--- config.mk ---
export PLATFORM = sky130hd
export DESIGN_NAME = wb_region_decoder_flat
export DESIGN_NICKNAME = d
export VERILOG_FILES = /design/src/rtl/wb_region_decoder_pkg.sv /design/src/rtl/wb_region_decoder_if.sv /design/src/rtl/wb_region_decoder_index.sv /design/src/rtl/wb_region_decoder.sv /design/src/flat_wrapper.sv
export SDC_FILE = /design/constraint.sdc
export NUM_CORES = 1
export LEC_CHECK = 0
export ABC_AREA = 1
export ABC_CLOCK_PERIOD_IN_PS = 10800
export BUFFER_PORTS_ARGS = -buffer_cell sky130_fd_sc_hd__clkbuf_2
export CORE_AREA = 2 2 117 119
export DETAILED_ROUTE_END_ITERATION = 16
export DIE_AREA = 0 0 119 121
export PLACE_DENSITY = 0.81
export SLEW_MARGIN = 0
export SYNTH_ARGS = -nofsm -noshare
export SYNTH_HDL_FRONTEND = slang
export SYNTH_SLANG_ARGS = --single-unit
--- constraint.sdc ---
create_clock -name wb_clk_i -period 10.8 [get_ports wb_clk_i]
set_clock_uncertainty 0.2 [all_clocks]
set_input_delay 0.54 -clock wb_clk_i [delete_from_list [all_inputs] [get_ports wb_clk_i]]
set_output_delay 0.54 -clock wb_clk_i [all_outputs]
set_load 0.01 [all_outputs]
--- src/rtl/wb_region_decoder_pkg.sv ---
// Shared constants, state encoding and helpers for the Wishbone region decoder.
// Default geometry: 4 regions of 4 KiB at 0x3000_0000, done strobe at 0x3000_3100.
package wb_region_decoder_pkg;

  localparam logic [31:0] BASE_ADDR_DEF   = 32'h3000_0000;
  localparam int          NUM_REGIONS_DEF = 4;
  localparam int          SEL_LSB_DEF     = 12;
  localparam int          SUB_LSB_DEF     = 4;
  localparam int          SUB_W_DEF       = 5;
  localparam logic [31:0] DONE_ADDR_DEF   = 32'h3000_3100;
  localparam int          TIMEOUT_DEF     = 15;

  // Read data returned for unmapped or abandoned accesses.
  localparam logic [31:0] ERR_DATA = 32'hDEAD_BEEF;

  typedef enum logic [1:0] {
    ST_IDLE,
    ST_REQ,
    ST_RESP,
    ST_RESP_ERR
  } state_e;

  function automatic logic [7:0] sat_inc8(input logic [7:0] v);
    return (v == 8'hFF) ? v : v + 8'd1;
  endfunction

endpackage

--- src/rtl/wb_region_decoder_if.sv ---
// Wishbone classic slave bus as seen by the region decoder (Caravel wbs_* naming).
interface wb_region_decoder_if;

  logic        wbs_cyc_i;
  logic        wbs_stb_i;
  logic        wbs_we_i;
  logic [3:0]  wbs_sel_i;
  logic [31:0] wbs_adr_i;
  logic [31:0] wbs_dat_i;
  logic        wbs_ack_o;
  logic [31:0] wbs_dat_o;

  modport slave (
    input  wbs_cyc_i, wbs_stb_i, wbs_we_i, wbs_sel_i, wbs_adr_i, wbs_dat_i,
    output wbs_ack_o, wbs_dat_o
  );

  modport master (
    output wbs_cyc_i, wbs_stb_i, wbs_we_i, wbs_sel_i, wbs_adr_i, wbs_dat_i,
    input  wbs_ack_o, wbs_dat_o
  );

endinterface

--- src/rtl/wb_region_decoder_index.sv ---
// Combinational address split: window match, region index, param-bank sub-index, offset.
module wb_region_index
  import wb_region_decoder_pkg::*;
#(
  parameter logic [31:0] BASE_ADDR   = BASE_ADDR_DEF,
  parameter int          NUM_REGIONS = NUM_REGIONS_DEF,
  parameter int          SEL_LSB     = SEL_LSB_DEF,
  parameter int          SUB_LSB     = SUB_LSB_DEF,
  parameter int          SUB_W       = SUB_W_DEF
) (
  input  logic [31:0]                    i_adr,
  output logic                           o_in_range,
  output logic [$clog2(NUM_REGIONS)-1:0] o_idx,
  output logic [SUB_W-1:0]               o_sub,
  output logic [SEL_LSB-1:0]             o_off
);

  localparam int HI_LSB = SEL_LSB + $clog2(NUM_REGIONS);

  // Every bit above the region index must match the window base.
  assign o_in_range = (i_adr >> HI_LSB) == (BASE_ADDR >> HI_LSB);
  assign o_idx      = i_adr[SEL_LSB +: $clog2(NUM_REGIONS)];
  assign o_sub      = i_adr[SUB_LSB +: SUB_W];
  assign o_off      = i_adr[SEL_LSB-1:0];

endmodule

--- src/rtl/wb_region_decoder.sv ---
// Registered Wishbone front end: decodes into one-hot region requests and returns ack/data.
// Optional macro WB_DECODER_TIMEOUT_EN forces an error response after TIMEOUT REQ cycles.
module wb_region_decoder
  import wb_region_decoder_pkg::*;
#(
  parameter logic [31:0] BASE_ADDR   = BASE_ADDR_DEF,
  parameter int          NUM_REGIONS = NUM_REGIONS_DEF,
  parameter int          SEL_LSB     = SEL_LSB_DEF,
  parameter int          SUB_LSB     = SUB_LSB_DEF,
  parameter int          SUB_W       = SUB_W_DEF,
  parameter logic [31:0] DONE_ADDR   = DONE_ADDR_DEF
`ifdef WB_DECODER_TIMEOUT_EN
  ,
  parameter int          TIMEOUT     = TIMEOUT_DEF
`endif
) (
  input  logic                        wb_clk_i,
  input  logic                        wb_rst_i,
  wb_region_decoder_if.slave          wbs,
  output logic [NUM_REGIONS-1:0]      rgn_sel_o,
  output logic [SUB_W-1:0]            rgn_sub_o,
  output logic [SEL_LSB-1:0]          rgn_off_o,
  output logic                        rgn_we_o,
  output logic [3:0]                  rgn_be_o,
  output logic [31:0]                 rgn_wdata_o,
  input  logic [NUM_REGIONS-1:0]      rgn_ack_i,
  input  logic [NUM_REGIONS*32-1:0]   rgn_rdata_i,
  output logic                        done_pulse_o,
  output logic [7:0]                  err_cnt_o
);

  localparam int RW = $clog2(NUM_REGIONS);

  state_e                 r_state, w_state_nxt;
  logic                   w_in_range;
  logic [RW-1:0]          w_idx;
  logic [SUB_W-1:0]       w_sub;
  logic [SEL_LSB-1:0]     w_off;
  logic                   w_accept, w_grant, w_tmo_hit, w_ack_sel;
  logic [31:0]            w_rdata_sel;

  logic [RW-1:0]          r_idx;
  logic                   r_done_hit;
  logic [NUM_REGIONS-1:0] r_sel;
  logic [SUB_W-1:0]       r_sub;
  logic [SEL_LSB-1:0]     r_off;
  logic                   r_we;
  logic [3:0]             r_be;
  logic [31:0]            r_wdata, r_rdata, r_dat;
  logic                   r_ack, r_done;
  logic [7:0]             r_err_cnt;

  wb_region_index #(
    .BASE_ADDR   (BASE_ADDR),
    .NUM_REGIONS (NUM_REGIONS),
    .SEL_LSB     (SEL_LSB),
    .SUB_LSB     (SUB_LSB),
    .SUB_W       (SUB_W)
  ) u_index (
    .i_adr      (wbs.wbs_adr_i),
    .o_in_range (w_in_range),
    .o_idx      (w_idx),
    .o_sub      (w_sub),
    .o_off      (w_off)
  );

  // Only the pending region's ack counts; strays from other regions are ignored.
  assign w_ack_sel = rgn_ack_i[r_idx];

  always_comb begin
    w_rdata_sel = '0;
    for (int i = 0; i < NUM_REGIONS; i++) begin
      if (r_idx == RW'(i)) w_rdata_sel = rgn_rdata_i[i*32 +: 32];
    end
  end

`ifdef WB_DECODER_TIMEOUT_EN
  logic [7:0] r_tmo_cnt;

  always_ff @(posedge wb_clk_i or posedge wb_rst_i) begin
    if (wb_rst_i)                r_tmo_cnt <= '0;
    else if (r_state != ST_REQ)  r_tmo_cnt <= '0;
    else                         r_tmo_cnt <= r_tmo_cnt + 8'd1;
  end

  assign w_tmo_hit = (r_tmo_cnt == 8'(TIMEOUT - 1));
`else
  assign w_tmo_hit = 1'b0;
`endif

  // NOTE: sequential state uses non-blocking <= so every flop samples pre-edge values.
  always_ff @(posedge wb_clk_i or posedge wb_rst_i) begin
    if (wb_rst_i) r_state <= ST_IDLE;
    else          r_state <= w_state_nxt;
  end

  // NOTE: every output of this block gets a default first, so no path can infer a latch.
  always_comb begin
    w_state_nxt = r_state;
    w_accept    = 1'b0;
    w_grant     = 1'b0;
    case (r_state)
      ST_IDLE: begin
        // The !ack term stops the still-asserted stb of the finished access being re-taken.
        if (wbs.wbs_cyc_i && wbs.wbs_stb_i && !r_ack) begin
          w_accept    = 1'b1;
          w_state_nxt = w_in_range ? ST_REQ : ST_RESP_ERR;
        end
      end
      ST_REQ: begin
        if (!wbs.wbs_cyc_i) begin
          w_state_nxt = ST_IDLE;
        end else if (w_ack_sel) begin
          w_grant     = 1'b1;
          w_state_nxt = ST_RESP;
        end else if (w_tmo_hit) begin
          w_state_nxt = ST_RESP_ERR;
        end
      end
      ST_RESP, ST_RESP_ERR: w_state_nxt = ST_IDLE;
      default:              w_state_nxt = ST_IDLE;
    endcase
  end

  always_ff @(posedge wb_clk_i or posedge wb_rst_i) begin
    if (wb_rst_i) begin
      r_idx      <= '0;
      r_done_hit <= 1'b0;
      r_sel      <= '0;
      r_sub      <= '0;
      r_off      <= '0;
      r_we       <= 1'b0;
      r_be       <= '0;
      r_wdata    <= '0;
      r_rdata    <= '0;
      r_dat      <= '0;
      r_ack      <= 1'b0;
      r_done     <= 1'b0;
      r_err_cnt  <= '0;
    end else begin
      r_ack  <= 1'b0;
      r_done <= 1'b0;
      if (w_accept) begin
        r_idx      <= w_idx;
        r_sub      <= w_sub;
        r_off      <= w_off;
        r_we       <= wbs.wbs_we_i;
        r_be       <= wbs.wbs_sel_i;
        r_wdata    <= wbs.wbs_dat_i;
        r_done_hit <= (wbs.wbs_adr_i == DONE_ADDR);
        r_sel      <= w_in_range ? (NUM_REGIONS'(1) << w_idx) : '0;
      end
      if (r_state == ST_REQ && w_state_nxt != ST_REQ) r_sel <= '0;
      if (w_grant) r_rdata <= w_rdata_sel;
      if (r_state == ST_RESP) begin
        r_ack  <= 1'b1;
        r_dat  <= r_we ? '0 : r_rdata;
        r_done <= r_we && r_done_hit;
      end
      if (r_state == ST_RESP_ERR) begin
        r_ack     <= 1'b1;
        r_dat     <= ERR_DATA;
        r_err_cnt <= sat_inc8(r_err_cnt);
      end
    end
  end

  assign wbs.wbs_ack_o = r_ack;
  assign wbs.wbs_dat_o = r_dat;
  assign rgn_sel_o     = r_sel;
  assign rgn_sub_o     = r_sub;
  assign rgn_off_o     = r_off;
  assign rgn_we_o      = r_we;
  assign rgn_be_o      = r_be;
  assign rgn_wdata_o   = r_wdata;
  assign done_pulse_o  = r_done;
  assign err_cnt_o     = r_err_cnt;

endmodule

--- src/flat_wrapper.sv ---
// flat-port wrapper written by rule: the top's interface ports become plain ports
module wb_region_decoder_flat import wb_region_decoder_pkg::*;
#(
  parameter logic [31:0] BASE_ADDR   = BASE_ADDR_DEF,
  parameter int          NUM_REGIONS = NUM_REGIONS_DEF,
  parameter int          SEL_LSB     = SEL_LSB_DEF,
  parameter int          SUB_LSB     = SUB_LSB_DEF,
  parameter int          SUB_W       = SUB_W_DEF,
  parameter logic [31:0] DONE_ADDR   = DONE_ADDR_DEF

)
  (wb_clk_i, wb_rst_i, rgn_sel_o, rgn_sub_o, rgn_off_o, rgn_we_o, rgn_be_o, rgn_wdata_o, rgn_ack_i, rgn_rdata_i, done_pulse_o, err_cnt_o, wbs_wbs_cyc_i, wbs_wbs_stb_i, wbs_wbs_we_i, wbs_wbs_sel_i, wbs_wbs_adr_i, wbs_wbs_dat_i, wbs_wbs_ack_o, wbs_wbs_dat_o);
  wb_region_decoder_if wbs_i ();
  input  logic wb_clk_i;
  input  logic wb_rst_i;
  output logic [NUM_REGIONS-1:0] rgn_sel_o;
  output logic [SUB_W-1:0] rgn_sub_o;
  output logic [SEL_LSB-1:0] rgn_off_o;
  output logic rgn_we_o;
  output logic [3:0] rgn_be_o;
  output logic [31:0] rgn_wdata_o;
  input  logic [NUM_REGIONS-1:0] rgn_ack_i;
  input  logic [NUM_REGIONS*32-1:0] rgn_rdata_i;
  output logic done_pulse_o;
  output logic [7:0] err_cnt_o;
  input wire logic [$bits(wbs_i.wbs_cyc_i)-1:0] wbs_wbs_cyc_i;
  input wire logic [$bits(wbs_i.wbs_stb_i)-1:0] wbs_wbs_stb_i;
  input wire logic [$bits(wbs_i.wbs_we_i)-1:0] wbs_wbs_we_i;
  input wire logic [$bits(wbs_i.wbs_sel_i)-1:0] wbs_wbs_sel_i;
  input wire logic [$bits(wbs_i.wbs_adr_i)-1:0] wbs_wbs_adr_i;
  input wire logic [$bits(wbs_i.wbs_dat_i)-1:0] wbs_wbs_dat_i;
  output wire logic [$bits(wbs_i.wbs_ack_o)-1:0] wbs_wbs_ack_o;
  output wire logic [$bits(wbs_i.wbs_dat_o)-1:0] wbs_wbs_dat_o;
  assign wbs_i.wbs_cyc_i = wbs_wbs_cyc_i;
  assign wbs_i.wbs_stb_i = wbs_wbs_stb_i;
  assign wbs_i.wbs_we_i = wbs_wbs_we_i;
  assign wbs_i.wbs_sel_i = wbs_wbs_sel_i;
  assign wbs_i.wbs_adr_i = wbs_wbs_adr_i;
  assign wbs_i.wbs_dat_i = wbs_wbs_dat_i;
  assign wbs_wbs_ack_o = wbs_i.wbs_ack_o;
  assign wbs_wbs_dat_o = wbs_i.wbs_dat_o;
  wb_region_decoder #(.BASE_ADDR(BASE_ADDR), .NUM_REGIONS(NUM_REGIONS), .SEL_LSB(SEL_LSB), .SUB_LSB(SUB_LSB), .SUB_W(SUB_W), .DONE_ADDR(DONE_ADDR)) u_core (.wb_clk_i(wb_clk_i), .wb_rst_i(wb_rst_i), .wbs(wbs_i), .rgn_sel_o(rgn_sel_o), .rgn_sub_o(rgn_sub_o), .rgn_off_o(rgn_off_o), .rgn_we_o(rgn_we_o), .rgn_be_o(rgn_be_o), .rgn_wdata_o(rgn_wdata_o), .rgn_ack_i(rgn_ack_i), .rgn_rdata_i(rgn_rdata_i), .done_pulse_o(done_pulse_o), .err_cnt_o(err_cnt_o));
endmodule
==> flow_metrics.tcl, run 1 <==
set metrics [dict create \
    outcome "finished clean" \
    antenna_left 0 \
    grt_usage 0.246 \
    synth_seq_cells 132 \
    wl_met3_microns 1120 \
    clockBufferDepth 2 \
    hold_path_depth 3 \
    cts_root_buf "clkbuf_16" \
    reg2reg_to "u_core.rgn_sel_o[2]$_DFFE_PP0P_" \
    finalSetupViolCount 0 \
    worst_ep_arrival_time_ns 3.29 \
    start_util 0.467 \
    drc 0 \
    gr-total-overflow 0 \
    clock_sinks 132 \
    fp.dieH_microns 121 \
    multi_input_area_sq_um 2460 \
    grt_pass1_vias 5857 \
    rsz0062_at_grt "false" \
    final.setup.tns_ns 0 \
    pwr_density_cell_nw_per_um2 277 \
    period_share 0.292 \
    drt-met1-wl_microns 7230 \
    drive_gt1_frac 0.330 \
    place_area_sq_um 7650 \
    ios 305 \
    drt_iter0_drc 412 \
    cts_resized 0 \
    yosysSeqAreaShare 0.540 \
    layout_common_cells "nand2_1 (353), clkbuf_2 (304), dfrtp_1 (132)" \
    io_buffer_count 304 \
    finalHoldViolCount 0 \
    die-area_sq_um 14400 \
    fp.coreArea_sq_um 13100 \
    min_to "u_core.rgn_wdata_o[9]$_DFFE_PP0P_" \
    synth.avg_cell_area_sq_um 7.91 \
    clk_pin_slew_ns 0.06 \
    grt_start_max_net_pins 81 \
    regArea_sq_um 3300 \
    max_freq_ghz 0.317 \
    routed-wl-met2_microns 8670 \
    cp_max_fo 58 \
    r2r_cells 9 \
    syn_area_sq_um 6110 \
    antenna_found_initial 0 \
    timing.critical_path.to_type "flip-flop" \
    synth_nets 979 \
    timing.rr.start "u_core.r_state[1]$_DFF_PP0_" \
    fin_area_sq_um 8250 \
    ys_types 30 \
    area_growth_pct 34.9 \
    critPathRequiredTime_ns 10.94 \
    slew_viol_final 0 \
    startpoint_type "flip-flop" \
    wl_per_cell_microns 13.9 \
    cts_buffers 17 \
    tightestPinTransition_ns 1.08 \
    clkLatencyLatePin_ns 0.40 \
    routabilityCongestion 0.828 \
    num_antenna_cells 0 \
    critPathKind "reg -> reg" \
    max_slew_margin 0.279 \
    wirelength_microns 17300 \
    h-tree-depth 4 \
    cts_tree "built" \
    p_leak_nw 4.61 \
    hp-class "in -> reg" \
    final.fill_count 1173 \
    ys_warn_count 0 \
    dieWidth_microns 119 \
    finalCriticalPeriod_ns 3.15 \
    grt_pass1_wl_microns 28200 \
    fin_nets 1263 \
    vias 6118 \
    final_common_cell "nand2_1" \
    vdd_drop_max_v 0.000107 \
    maxCapViolCount 0 \
    syn-instance-count 773 \
    hold_path.startpoint "wbs_wbs_dat_i[9]" \
    rows 42 \
    dr.pass1.iters 5 \
    total_power_mw 2.29 \
    place_hpwl_microns 12900 \
    rrSetupSlack_ns 7.65 \
    routed.top_layer "met4" \
    viasPerCell 4.91 \
]
[metrics by stage]
step / std cells / worst slack (ns) / utilization / hold slack (ns)
after floorplan: 773 / 6.53 / - / 0.252
after global placement: 1213 / 7.70 / 0.584 / 0.254
after detailed placement: 1213 / 7.66 / 0.584 / 0.257
after CTS: 1246 / 7.63 / 0.630 / 0.120
after global routing: 1246 / 7.33 / 0.630 / 0.140
final: 1246 / 7.65 / 0.630 / 0.138
[layout make-up]
type / instances / area share
inverter: 27 / 0.0130
clock buffer: 18 / 0.0532
multi-input combinational: 569 / 0.298
timing repair buffer: 310 / 0.190
clock inverter: 14 / 0.0184
tap: 176 / 0.0267
sequential: 132 / 0.400
[power breakdown]
| part | internal, mW | switching, mW | leakage [nW] |
|---|---|---|---|
| combinational | 0.327 | 0.523 | 2.68 |
| sequential | 0.718 | 0.156 | 1.66 |
| clock | 0.348 | 0.215 | 0.276 |
| total | 1.39 | 0.895 | 4.61 |
[layer usage]
layer,vias to the layer above,global-route usage
met5,-,0
met4,0,0.0863
met3,24,0.0465
met2,268,0.429
met1,2799,0.308
li1,3027,-
[cells by family (layout without fill, tap and decap cells)]
kind of cell / count (synthesis) / in the layout / share of synthesized area
AOI/OAI and AO/OA: 103 / 103 / 0.0925
xor gates and xnor gates: 7 / 7 / 0.0100
adders and majority gates: 1 / 1 / 0.00205
buffers and inverters: 72 / 369 / 0.0588
DFF: 132 / 132 / 0.540
and+or+nand+nor: 458 / 458 / 0.296
[critical path, cell delays in order, from the launching register on]
cell and delay [ns]:
dfrtp_1 0.74, or2_1 0.42, nor2_4 0.10, buf_4 0.49, inv_2 0.52, nand2_2 0.21
nand3_1 0.11, nand2_1 0.15, nand2_1 0.06, inv_1 0.05
[timing repair]
item	4_1_cts	5_1_grt
setup buffers	0	0
hold buffers	1	0
endpoints found under the hold margin	52	0
[synth_stat cells]
master	n	area share
nand3_1	39	0.032
a21oi_1	57	0.047
buf_2	13	0.011
o21bai_1	1	0.0012
o21ai_0	12	0.0098
inv_2	2	0.0012
a32o_1	8	0.013
buf_1	2	0.0012
a31oi_2	1	0.0020
xor2_1	3	0.0043
nand4_1	3	0.0031
nand2_2	1	0.0010
clkbuf_1	13	0.0080
ha_1	1	0.0020
buf_6	2	0.0037
nor2_4	1	0.0018
nor3_1	3	0.0025
xnor2_1	4	0.0057
nor2_1	49	0.030
inv_1	24	0.015
nand2_1	354	0.22
nand3b_1	1	0.0012
and3_1	1	0.0010
nor4_1	3	0.0031
nor2_2	2	0.0020
dfrtp_1	132	0.54
clkinv_2	1	0.00082
o21ai_1	24	0.020
or2_1	1	0.0010
buf_4	15	0.018
[state kept, by name, indices dropped and copies added, names as in the netlist]
name,cells
u_core.rgn_off_o,12
u_core.wbs.wbs_dat_o,32
u_core.err_cnt_o,8
u_core.rgn_we_o,1
u_core.r_done_hit,1
u_core.rgn_sel_o,4
u_core.rgn_be_o,4
u_core.wbs.wbs_ack_o,1
u_core.r_rdata,32
u_core.r_idx,2
u_core.done_pulse_o,1
u_core.rgn_wdata_o,32
u_core.r_state,2
[worst max-delay path by stage]
stage                                 from                              end  slack, ns  cells after the start
2_1_floorplan                     wb_rst_i    u_core.done_pulse_o$_DFF_PP0_       6.53                      1
3_3_place_gp   u_core.r_state[1]$_DFF_PP0_  u_core.rgn_sel_o[0]$_DFFE_PP0P_       7.70                      9
3_5_place_dp   u_core.r_state[1]$_DFF_PP0_  u_core.rgn_sel_o[2]$_DFFE_PP0P_       7.66                      9
4_1_cts        u_core.r_state[1]$_DFF_PP0_  u_core.rgn_sel_o[2]$_DFFE_PP0P_       7.63                      9
5_1_grt        u_core.r_state[1]$_DFF_PP0_  u_core.rgn_sel_o[2]$_DFFE_PP0P_       7.33                      8
6_report       u_core.r_state[1]$_DFF_PP0_  u_core.rgn_sel_o[2]$_DFFE_PP0P_       7.65                      9
Power figures use the tool's default switching activity.
==> run 2, diff against run 1 <==
--- a/config.mk
+++ b/config.mk
@@ -6,12 +6,11 @@
 export NUM_CORES = 1
 export LEC_CHECK = 0
 export ABC_AREA = 1
-export ABC_CLOCK_PERIOD_IN_PS = 10800
+export ABC_CLOCK_PERIOD_IN_PS = 3100
 export BUFFER_PORTS_ARGS = -buffer_cell sky130_fd_sc_hd__clkbuf_2
-export CORE_AREA = 2 2 117 119
+export CORE_UTILIZATION = 46
 export DETAILED_ROUTE_END_ITERATION = 16
-export DIE_AREA = 0 0 119 121
-export PLACE_DENSITY = 0.81
+export PLACE_DENSITY = 0.8
 export SLEW_MARGIN = 0
 export SYNTH_ARGS = -nofsm -noshare
 export SYNTH_HDL_FRONTEND = slang
==> constraint.sdc (replaced) <==
create_clock -name wb_clk_i -period 3.1 [get_ports wb_clk_i]
set_clock_uncertainty 0.2 [all_clocks]
set_input_delay 0.155 -clock wb_clk_i [delete_from_list [all_inputs] [get_ports wb_clk_i]]
set_output_delay 0.155 -clock wb_clk_i [all_outputs]
set_load 0.01 [all_outputs]
==> run 2 against run 1 <==
Flip-flop and latch count is the same. Sequential power grew to 3.4 times the previous value. Combinational power grew to 4.3 times the previous value. Wire length grew 19%. Design area grew 15%. Total power grew to 3.8 times the previous value. Critical path depth shrank 2. Worst hold slack lost 0.064 ns. Critical path type unchanged.
==> flow_metrics.tcl, run 2 (synthesis gave the netlist of run 1 again) <==
set metrics [dict create \
    outcome "finished clean" \
    cts_buffers 17 \
    drt_iter0_drc 538 \
    period_share 0.853 \
    grt_start_max_net_pins 74 \
    fp.coreArea_sq_um 12800 \
    max_freq_ghz 0.378 \
    total_power_mw 8.62 \
    timing.critical_path.to_type "flip-flop" \
    tightestPinTransition_ns 0.945 \
    clk_pin_slew_ns 0.06 \
    p_leak_nw 5.15 \
    cts_tree "built" \
    die-area_sq_um 13800 \
    clockBufferDepth 2 \
    ios 305 \
    antenna_found_initial 0 \
    wl_per_cell_microns 15.0 \
    finalSetupViolCount 0 \
    drive_gt1_frac 0.301 \
    h-tree-depth 4 \
    dieWidth_microns 117 \
    antenna_left 0 \
    layout_common_cells "nand2_1 (353), clkbuf_2 (304), dfrtp_1 (132)" \
    cts_root_buf "clkbuf_16" \
    grt_usage 0.298 \
    max_slew_margin 0.369 \
    start_util 0.478 \
    dr.pass1.iters 7 \
    cts_setup_buffers 0 \
    critPathKind "reg -> reg" \
    fp.dieH_microns 117 \
    area_growth_pct 55.8 \
    finalCriticalPeriod_ns 2.65 \
    critical-path-top-delay-family "buffers and inverters" \
    final_common_cell "nand2_1" \
    wirelength_microns 20600 \
    finalHoldViolCount 0 \
    vdd_drop_max_v 0.000518 \
    place_hpwl_microns 12800 \
    cp_max_fo 20 \
    maxCapViolCount 0 \
    grt_pass1_wl_microns 30900 \
    worst_ep_arrival_time_ns 2.78 \
    viasPerCell 5.06 \
    gr-total-overflow 0 \
    path_cells "nor2_2, buf_4, nand2_1, nand3_1, a21oi_1, dlygate4sd3_1, o21ai_1" \
    vias 6926 \
    critPathMaxStageDelay_ns 0.71 \
    rsz0062_at_grt "false" \
    num_antenna_cells 0 \
    clkLatencyLatePin_ns 0.41 \
    rows 41 \
    slowest_stage "nor2_2" \
    routabilityCongestion 0.824 \
    critPathRequiredTime_ns 3.24 \
    drc 0 \
    pwr_density_cell_nw_per_um2 906 \
    final.fill_count 860 \
    grt_pass1_vias 6539 \
    post-place-ws_ns 1.05 \
    io_buffer_count 304 \
    crit_buf_inv 2 \
    setup_slack_ns 0.455 \
    fin_nets 1391 \
    startpoint_type "flip-flop" \
    final.setup.tns_ns 0 \
    clock_sinks 132 \
    slew_viol_final 0 \
    hp-class "in -> reg" \
]
-- run 2: tightest hold or removal path, cell delays in order --
cell,delay (ns)
clkbuf_2,0.09
nand2_1,0.05
nand2_1,0.05
nand2_1,0.06
nand2_1,0.07
nand2_2,0.08
nand2_1,0.08
-- run 2: repair_timing --
| item | CTS | global route |
|---|---|---|
| setup endpoints to repair | 0 | 0 |
| resized for setup | 0 | 0 |
| endpoints found under the hold margin | 110 | 0 |
| hold buffers | 121 | 0 |
-- run 2: layout make-up --
class / instances / area [sq um] / share of cell area
clock buffers: 24 / 512 / 0.0537
multi-input cells: 569 / 2460 / 0.258
well taps: 172 / 215 / 0.0226
clock inverters: 8 / 72.6 / 0.00762
inverters: 27 / 106 / 0.0112
flip-flops and latches: 132 / 3300 / 0.347
repair buffers: 438 / 2860 / 0.300
-- run 2: final timing paths --
kind | from | cells past startpoint | endpoint | slack [ns]
min in group asynchronous | wb_rst_i | 3 | u_core.rgn_wdata_o[29]$_DFFE_PP0P_ | 0.14
worst max-delay path | u_core.r_idx[0]$_DFFE_PP0P_ | 7 | u_core.r_rdata[20]$_DFFE_PP0P_ | 0.45
worst min register to register | u_core.rgn_be_o[3]$_DFFE_PP0P_ | 2 | u_core.rgn_be_o[3]$_DFFE_PP0P_ | 0.27
worst max register to register | u_core.r_idx[0]$_DFFE_PP0P_ | 7 | u_core.r_rdata[20]$_DFFE_PP0P_ | 0.45
worst min-delay path | rgn_ack_i[0] | 7 | u_core.r_state[1]$_DFF_PP0_ | 0.07
max in group asynchronous | wb_rst_i | 4 | u_core.rgn_off_o[2]$_DFFE_PP0P_ | 1.72
-- run 2: layer usage --
layer  vias to the layer above  GRT usage  wire [microns]
li1                       3286          -               -
met1                      3256      0.333            7890
met2                       331      0.525           10500
met3                        53     0.0726            1500
met4                         0      0.154             709
met5                         -          0               0
-- run 2: report_power, final --
| part | internal [mW] | total [mW] | switching (mW) |
|---|---|---|---|
| Combinational | 1.62 | 3.68 | 2.06 |
| Clock | 1.23 | 1.94 | 0.719 |
| Sequential | 2.50 | 3.00 | 0.497 |
| Total | 5.35 | 8.62 | 3.27 |
-- run 2: stage by stage --
step,hold slack (ns),cell area [sq um],instances,util
after floorplan,0.0717,6120,773,-
after global routing,0.102,9520,1370,0.745
after global placement,0.00376,7730,1217,0.605
after detailed placement,0.0157,7730,1217,0.605
after CTS,0.0458,9520,1370,0.745
final,0.0740,9520,1370,0.745
